$ cat src/rtl/imem_dmem_arbiter_pkg.sv
// Shared types and constants for the unified-memory IF/LS arbiter.
package arb_type;

   typedef enum logic [1:0] {
      ARB_IDLE = 2'd0,
      ARB_IF   = 2'd1,
      ARB_LS   = 2'd2
   } arb_state_e;

   // Widest supported byte mask; users slice to DATA_W/8 bits.
   localparam logic [31:0] MASK_FULL = {32{1'b1}};

endpackage

$ cat src/rtl/imem_dmem_arbiter_wdt.sv
// Access watchdog for imem_dmem_arbiter; only built when ARB_TIMEOUT_EN is defined.
`ifdef ARB_TIMEOUT_EN
module arb_wdt #(
   parameter int TIMEOUT = 16
) (
   input  logic clk,
   input  logic rst,
   input  logic clr,
   input  logic en,
   output logic expired
);

   localparam int CNT_W = (TIMEOUT > 1) ? $clog2(TIMEOUT) : 1;

   logic [CNT_W-1:0] cnt_r;

   // Wait-cycle counter: cleared while idle, counts cycles spent without mem_ready.
   always_ff @(posedge clk or posedge rst) begin
      if (rst) begin
         cnt_r <= '0;
      end else if (clr) begin
         cnt_r <= '0;
      end else if (en) begin
         cnt_r <= cnt_r + CNT_W'(1);
      end else begin
         cnt_r <= cnt_r;
      end
   end

   assign expired = (cnt_r == CNT_W'(TIMEOUT - 1));

endmodule
`endif

$ cat src/rtl/imem_dmem_arbiter.sv
// Fixed-priority (LS > IF) arbiter for a single-port unified memory.
// Optional access timeout enabled by defining ARB_TIMEOUT_EN.
import arb_type::*;

module imem_dmem_arbiter #(
   parameter int ADDR_W  = 32,
   parameter int DATA_W  = 32,
   parameter int TIMEOUT = 16
) (
   input  logic                clk,
   input  logic                rst,
   input  logic                if_req,
   input  logic [ADDR_W-1:0]   if_addr,
   output logic                if_gnt,
   output logic                if_vld,
   output logic [DATA_W-1:0]   if_rdata,
   input  logic                ls_req,
   input  logic                ls_we,
   input  logic [ADDR_W-1:0]   ls_addr,
   input  logic [DATA_W-1:0]   ls_wdata,
   input  logic [DATA_W/8-1:0] ls_bmask,
   output logic                ls_gnt,
   output logic                ls_vld,
   output logic [DATA_W-1:0]   ls_rdata,
   output logic                mem_req,
   output logic                mem_we,
   output logic [ADDR_W-1:0]   mem_addr,
   output logic [DATA_W-1:0]   mem_wdata,
   output logic [DATA_W/8-1:0] mem_bmask,
   input  logic                mem_ready,
   input  logic [DATA_W-1:0]   mem_rdata,
   output logic                busy,
   output logic                err
);

   localparam int BM_W = DATA_W / 8;

   arb_state_e        state_r;
   logic              mem_req_r;
   logic              mem_we_r;
   logic [ADDR_W-1:0] mem_addr_r;
   logic [DATA_W-1:0] mem_wdata_r;
   logic [BM_W-1:0]   mem_bmask_r;
   logic [DATA_W-1:0] if_rdata_r;
   logic [DATA_W-1:0] ls_rdata_r;
   logic              if_vld_r;
   logic              ls_vld_r;
   logic              err_r;
   logic              idle_s;
   logic              busy_s;
   logic              timeout_s;

   assign idle_s = (state_r == ARB_IDLE);
   assign busy_s = !idle_s;

   // Grants are combinational so a request is accepted in the cycle it is seen idle.
   assign ls_gnt = idle_s && ls_req && !rst;
   assign if_gnt = idle_s && if_req && !ls_req && !rst;

`ifdef ARB_TIMEOUT_EN
   logic expired_s;

   arb_wdt #(
      .TIMEOUT (TIMEOUT)
   ) u_wdt (
      .clk     (clk),
      .rst     (rst),
      .clr     (idle_s),
      .en      (busy_s && !mem_ready),
      .expired (expired_s)
   );

   // A ready arriving on the limit cycle still wins over the abort.
   assign timeout_s = busy_s && !mem_ready && expired_s;
`else
   logic unused_timeout_s;

   assign unused_timeout_s = (TIMEOUT > 32'sd0);
   assign timeout_s        = 1'b0;
`endif

   // Arbiter FSM with registered memory-side and completion outputs.
   always_ff @(posedge clk or posedge rst) begin
      if (rst) begin
         state_r     <= ARB_IDLE;
         mem_req_r   <= 1'b0;
         mem_we_r    <= 1'b0;
         mem_addr_r  <= '0;
         mem_wdata_r <= '0;
         mem_bmask_r <= '0;
         if_rdata_r  <= '0;
         ls_rdata_r  <= '0;
         if_vld_r    <= 1'b0;
         ls_vld_r    <= 1'b0;
         err_r       <= 1'b0;
      end else begin
         if_vld_r <= 1'b0;
         ls_vld_r <= 1'b0;
         err_r    <= 1'b0;
         case (state_r)
            ARB_IDLE: begin
               if (ls_req) begin
                  mem_req_r   <= 1'b1;
                  mem_we_r    <= ls_we;
                  mem_addr_r  <= ls_addr;
                  mem_wdata_r <= ls_wdata;
                  mem_bmask_r <= ls_bmask;
                  state_r     <= ARB_LS;
               end else if (if_req) begin
                  mem_req_r   <= 1'b1;
                  mem_we_r    <= 1'b0;
                  mem_addr_r  <= if_addr;
                  mem_wdata_r <= '0;
                  mem_bmask_r <= MASK_FULL[BM_W-1:0];
                  state_r     <= ARB_IF;
               end else begin
                  state_r <= ARB_IDLE;
               end
            end
            ARB_IF: begin
               if (mem_ready) begin
                  if_rdata_r <= mem_rdata;
                  if_vld_r   <= 1'b1;
                  mem_req_r  <= 1'b0;
                  state_r    <= ARB_IDLE;
               end else if (timeout_s) begin
                  if_rdata_r <= '0;
                  if_vld_r   <= 1'b1;
                  err_r      <= 1'b1;
                  mem_req_r  <= 1'b0;
                  state_r    <= ARB_IDLE;
               end else begin
                  state_r <= ARB_IF;
               end
            end
            ARB_LS: begin
               if (mem_ready) begin
                  if (!mem_we_r) begin
                     ls_rdata_r <= mem_rdata;
                  end else begin
                     ls_rdata_r <= ls_rdata_r;
                  end
                  ls_vld_r  <= 1'b1;
                  mem_req_r <= 1'b0;
                  state_r   <= ARB_IDLE;
               end else if (timeout_s) begin
                  ls_rdata_r <= '0;
                  ls_vld_r   <= 1'b1;
                  err_r      <= 1'b1;
                  mem_req_r  <= 1'b0;
                  state_r    <= ARB_IDLE;
               end else begin
                  state_r <= ARB_LS;
               end
            end
            default: begin
               mem_req_r <= 1'b0;
               state_r   <= ARB_IDLE;
            end
         endcase
      end
   end

   assign mem_req   = mem_req_r;
   assign mem_we    = mem_we_r;
   assign mem_addr  = mem_addr_r;
   assign mem_wdata = mem_wdata_r;
   assign mem_bmask = mem_bmask_r;
   assign if_rdata  = if_rdata_r;
   assign ls_rdata  = ls_rdata_r;
   assign if_vld    = if_vld_r;
   assign ls_vld    = ls_vld_r;
   assign err       = err_r;
   assign busy      = busy_s;

endmodule

$ cat config.mk
export PLATFORM = sky130hd
export DESIGN_NAME = imem_dmem_arbiter
export DESIGN_NICKNAME = d
export VERILOG_FILES = /design/src/rtl/imem_dmem_arbiter_pkg.sv /design/src/rtl/imem_dmem_arbiter_wdt.sv /design/src/rtl/imem_dmem_arbiter.sv
export SDC_FILE = /design/constraint.sdc
export NUM_CORES = 1
export LEC_CHECK = 0
export BUFFER_PORTS_ARGS = -buffer_cell sky130_fd_sc_hd__clkbuf_2
export CELL_PAD_IN_SITES_DETAIL_PLACEMENT = 0
export CELL_PAD_IN_SITES_GLOBAL_PLACEMENT = 2
export CORE_ASPECT_RATIO = 0.9
export CORE_MARGIN = 5
export CORE_UTILIZATION = 31
export CTS_CLUSTER_SIZE = 14
export DETAILED_ROUTE_END_ITERATION = 8
export GPL_TIMING_DRIVEN = 0
export PLACE_DENSITY_LB_ADDON = 0.1
export SLEW_MARGIN = 40
export SYNTH_ARGS = -nofsm -noshare
export SYNTH_HDL_FRONTEND = slang
export SYNTH_SLANG_ARGS = --single-unit
$ cat constraint.sdc
create_clock -name clk -period 12.7 [get_ports clk]
set_input_delay 2.54 -clock clk [delete_from_list [all_inputs] [get_ports clk]]
set_output_delay 2.54 -clock clk [all_outputs]
set_load 0.05 [all_outputs]
# Yosys cells after proc, flatten, opt, wreduce, memory -nomap -nowiden
# Cells that the tools add are included.
[totals]
wordCells = 50
inputBits = 138
reg_bits = 138
output_inout_bits = 140
[op_classes]
n_mux = 20
reduce_logical = 15
n_bitwise = 1
n_eq_ne = 4
[ops]
columns = ["cell", "n"]
rows = [
  ["32-bit two-way mux", 4],
  ["1-bit two-way mux", 10],
  ["4-bit two-way mux", 2],
  ["2-bit case mux with 3 select lines", 1],
  ["2-bit AND reduction", 3],
  ["1-bit logical AND", 5],
  ["2-bit two-way mux", 2],
  ["1-bit logical NOT", 3],
  ["3-bit != test (second input constant)", 1],
  ["3-bit AND reduction", 1],
  ["2-bit by 1-bit equality test with 1-bit output (second input constant)", 1],
  ["2-bit equality test (second input constant)", 1],
  ["2-bit logical NOT", 1],
  ["2-bit by 1-bit != test with 1-bit output (second input constant)", 1],
  ["1-bit case mux with 2 select lines", 1],
  ["2-bit nonzero test", 1],
  ["2-bit OR reduction", 1],
  ["1-bit inverter", 1],
]

# Logic depth before layout (Yosys ltp)
[logic_depth]
ltp_word = 4
depth_mapped = 7
mapped_depth_nobuf = 5

# Least setup slack after synthesis
# No wires, ideal clock.
[synth_timing]
path_type = "input to output"
startpoint = "input ls_req"
endpoint = "output if_gnt"
arrival_time_ns = 3.993
setup_slack_ns = 6.167
path_stages = 3
required_ns = 10.160
cell_sequence = "buf_2 -> buf_1 -> nor3_1"
[synth_via]
elab_chain_cells = 3
[synth_lines]
columns = ["item", "line", "rtl"]
rows = [
  ["start, declared", "imem_dmem_arbiter.sv:17", "input logic ls_req,"],
  ["1-bit logical NOT", "imem_dmem_arbiter.sv:58", "assign if_gnt = idle_s && if_req && !ls_req && !rst;"],
  ["1-bit logical AND (2 in a row)", "imem_dmem_arbiter.sv:58", ""],
  ["end, declared", "imem_dmem_arbiter.sv:14", "output logic if_gnt,"],
]
# No other way between the ends.

# Final worst setup path
# Same ends and word-level chain as after synthesis.

==> results.py <==
metrics = {
    "run_status": {
        "status": "complete, no violations",
    },
    "floorplanning": {
        "core_area_um2": 17670,
        "initial_core_util_pct": 31.57,
        "row_count": 46,
        "die_w_um": 151.4,
        "pin_count": 278,
        "die_h_um": 137.3,
        "die-area_um2": 20780,
    },
    "power": {
        "p_int_mw": 1.308,
        "powerDensity_nw_per_um2": 344.5,
        "p_leak_nw": 4.025,
        "netSwitchingFraction_pct": 51.97,
        "p_total_mw": 2.722,
        "power_frac_clock_pct": 17.7,
        "vdd_ir_drop_max_uv": 142.6,
        "p_sw_mw": 1.415,
        "combPwrFrac_pct": 53.7,
        "pwr-share-seq_pct": 28.5,
    },
    "synth": {
        "synth_fa_ha_area_share_pct": 0.8971,
        "synthesis.nets": 541,
        "postSynth.asyncResetShare_pct": 100.0,
        "synth_xor_area_share_pct": 0,
        "synth-simple-area-share_pct": 4.037,
        "synth_area_per_cell_um2": 13.98,
        "yosysMostFrequentCell": "dfrtp_1",
        "synth_area_leaders": "dfrtp_1, mux2_4, mux2_2",
        "synth.distinct_cells": 26,
        "synth_seq_area_share_pct": 61.90,
        "synth_top_area_share_pct": 61.90,
        "synthCells": 399,
        "synth_edf_count": 0,
        "synth_commonest_cells": "dfrtp_1, mux2_2, a22o_1, nor2_1, o22ai_1",
        "yosys.area.top_type": "dfrtp_1",
        "ys_warn_count": 0,
        "ys_ff_latch": 138,
        "synthMuxAreaShare_pct": 14.94,
        "synth-compound-area-share_pct": 14.40,
        "syn_area_um2": 5579,
        "ys.flop_type": "dfrtp_1",
        "synth_top_family_by_area": "multiplexers",
    },
    "drt": {
        "first_pass_iters": 4,
        "drtAntennaViolNets": 0,
        "drc": 0,
        "routed_wl_mm": 17.59,
        "vias": 4485,
        "detail_route.vias_per_cell": 4.721,
        "dr.first_iter.drc_count": 140,
        "wl_per_cell_um": 18.52,
    },
    "global_route": {
        "grt_start_max_net_pins": 55,
        "grt_pass1_vias": 4711,
        "grt_overflow": 0,
        "grt_usage_pct": 16.53,
        "antenna_found_initial": 0,
        "grt_pass1_wl_mm": 26.36,
    },
    "cts": {
        "cts_made_buffers": 17,
        "htreeDepth": 4,
        "holdBufCountCts": 0,
        "tritoncts": "yes",
        "cts-root-buf": "clkbuf_16",
        "clk-insertion-delay-late_ps": 420,
        "clkSlewWorstSetupHoldPaths_ps": 70,
        "cts_setup_buffers": 0,
        "clock_sinks": 138,
        "cts_max_path_buffers": 2,
        "cts_resized": 0,
    },
    "timing": {
        "fin_crit_ps": 6273,
        "max-slew-margin-rel_pct": 63.20,
        "finalCritPeriodShare_pct": 49.39,
        "worst_slew_pin_slew_ps": 552.0,
        "fin_worst_skew_ps": 9.575,
        "rsz0062_at_grt": "no",
        "tns_ps": 0,
        "setup_viol": 0,
        "maxSlewViolCount": 0,
        "max_freq_mhz": 159.4,
        "final-hold-violation-count": 0,
    },
    "finish": {
        "syn2layout_area_growth_pct": 41.65,
        "fill_cells": 1697,
        "final_layout_size_suffix_gt1_share_pct": 56.42,
        "fin_nets": 838,
    },
    "place": {
        "io_buffers": 276,
        "gp_congestion": 0.7626,
        "dp_hpwl_mm": 13.16,
    },
    "hold_path": {
        "hold_path_class": "flip-flop to flip-flop",
    },
    "setup_path": {
        "cp-end-kind": "output pin",
        "critical_path_class": "input pin to output pin",
        "critPathMaxFanout": 10,
        "cp.required_ps": 10160,
        "startpoint_type": "input pin",
        "critical_path_arrival_ps": 3730,
    },
    "run": {
        "drv_cap": 0,
    },
}
registers in the layout, indices dropped and copies added, names as in the netlist:
register	cells
mem_req	1
mem_wdata	32
if_rdata	32
mem_we	1
ls_vld	1
mem_bmask	4
if_vld	1
state_r	2
ls_rdata	32
mem_addr	32
power by group through the flow:
stage / registers, mW / clock network, mW / logic, mW
finish: 0.777 / 0.483 / 1.46
global route: 0.801 / 0.517 / 1.54
CTS: 0.778 / 0.500 / 1.48
detailed placement: 0.782 / 0 / 1.48
global placement: 0.777 / 0 / 1.47
floorplan: 1.50 / 0 / 0.388
cell type report:
class                   count  area [um2]  share of cell area (%)
clock inverters            15       151.4                   1.916
well taps                 240       300.3                   3.800
inverters                   6       30.03                  0.3800
plain buffers              33       187.7                   2.375
flip-flops and latches    138        3453                   43.70
multi-input cells         222        1916                   24.24
repair buffers            278        1436                   18.18
diodes                      1       2.502                 0.03167
clock buffers              17       425.4                   5.383
per-stage QoR:
stage / setup WS (ps) / instance area [um2] / hold WS, ps / utilization, % / cells
floorplan: 6167 / 5579 / 582.7 / - / 399
global placement: 4658 / 7261 / 475.5 / 41.09 / 915
detailed placement: 6438 / 7323 / 481.2 / 41.45 / 917
CTS: 6435 / 7900 / 497.3 / 44.71 / 949
global route: 6362 / 7900 / 510.8 / 44.71 / 949
finish: 6427 / 7903 / 491.7 / 44.72 / 950
worst max-delay path, stage by stage:
cell and delay, ps:
clkbuf_2 100, buf_2 190, buf_1 280, nor3_1 300, clkbuf_2 320
worst paths after layout:
kind | from | end | slack, ps | cells after the start
max reg2reg | state_r[0] | mem_addr[26] | 10810 | 7
min | mem_bmask[0] | mem_bmask[0] | 490 | 1
min in group asynchronous | rst | mem_addr[29] | 2120 | 2
max | ls_req | if_gnt | 6430 | 5
min reg2reg | mem_bmask[0] | mem_bmask[0] | 490 | 1
max in group asynchronous | rst | ls_vld | 10000 | 3
placed cells by master (no fill, tap or decap), types with 5 or more instances in the layout:
cell type  instances
clkbuf_1           8
inv_1              5
clkbuf_16         17
inv_8              5
o22ai_1           31
mux2_2            34
nor2_1            33
a22o_1            33
o32ai_1           30
clkbuf_2         276
mux2_4            30
nor3_1             5
dfrtp_1          138
buf_2             15
per-layer routing:
metal | vias to the layer above | part of all wire, % | GRT usage (%)
met1 | 2188 | 42 | 21.05
met3 | 28 | 9.2 | 6.645
met2 | 178 | 47 | 25.10
met4 | 0 | 2.6 | 6.647
li1 | 2091 | - | -
met5 | - | 0 | 0
cell families (layout without fill, tap and decap cells):
group	Yosys count	after routing
mux	64	64
simple gates	51	51
fa+ha+maj	4	4
compound gates	102	102
other cells	1	2
buf+inv	39	349
flops	138	138
No activity file was read; power rests on OpenSTA's default activity.
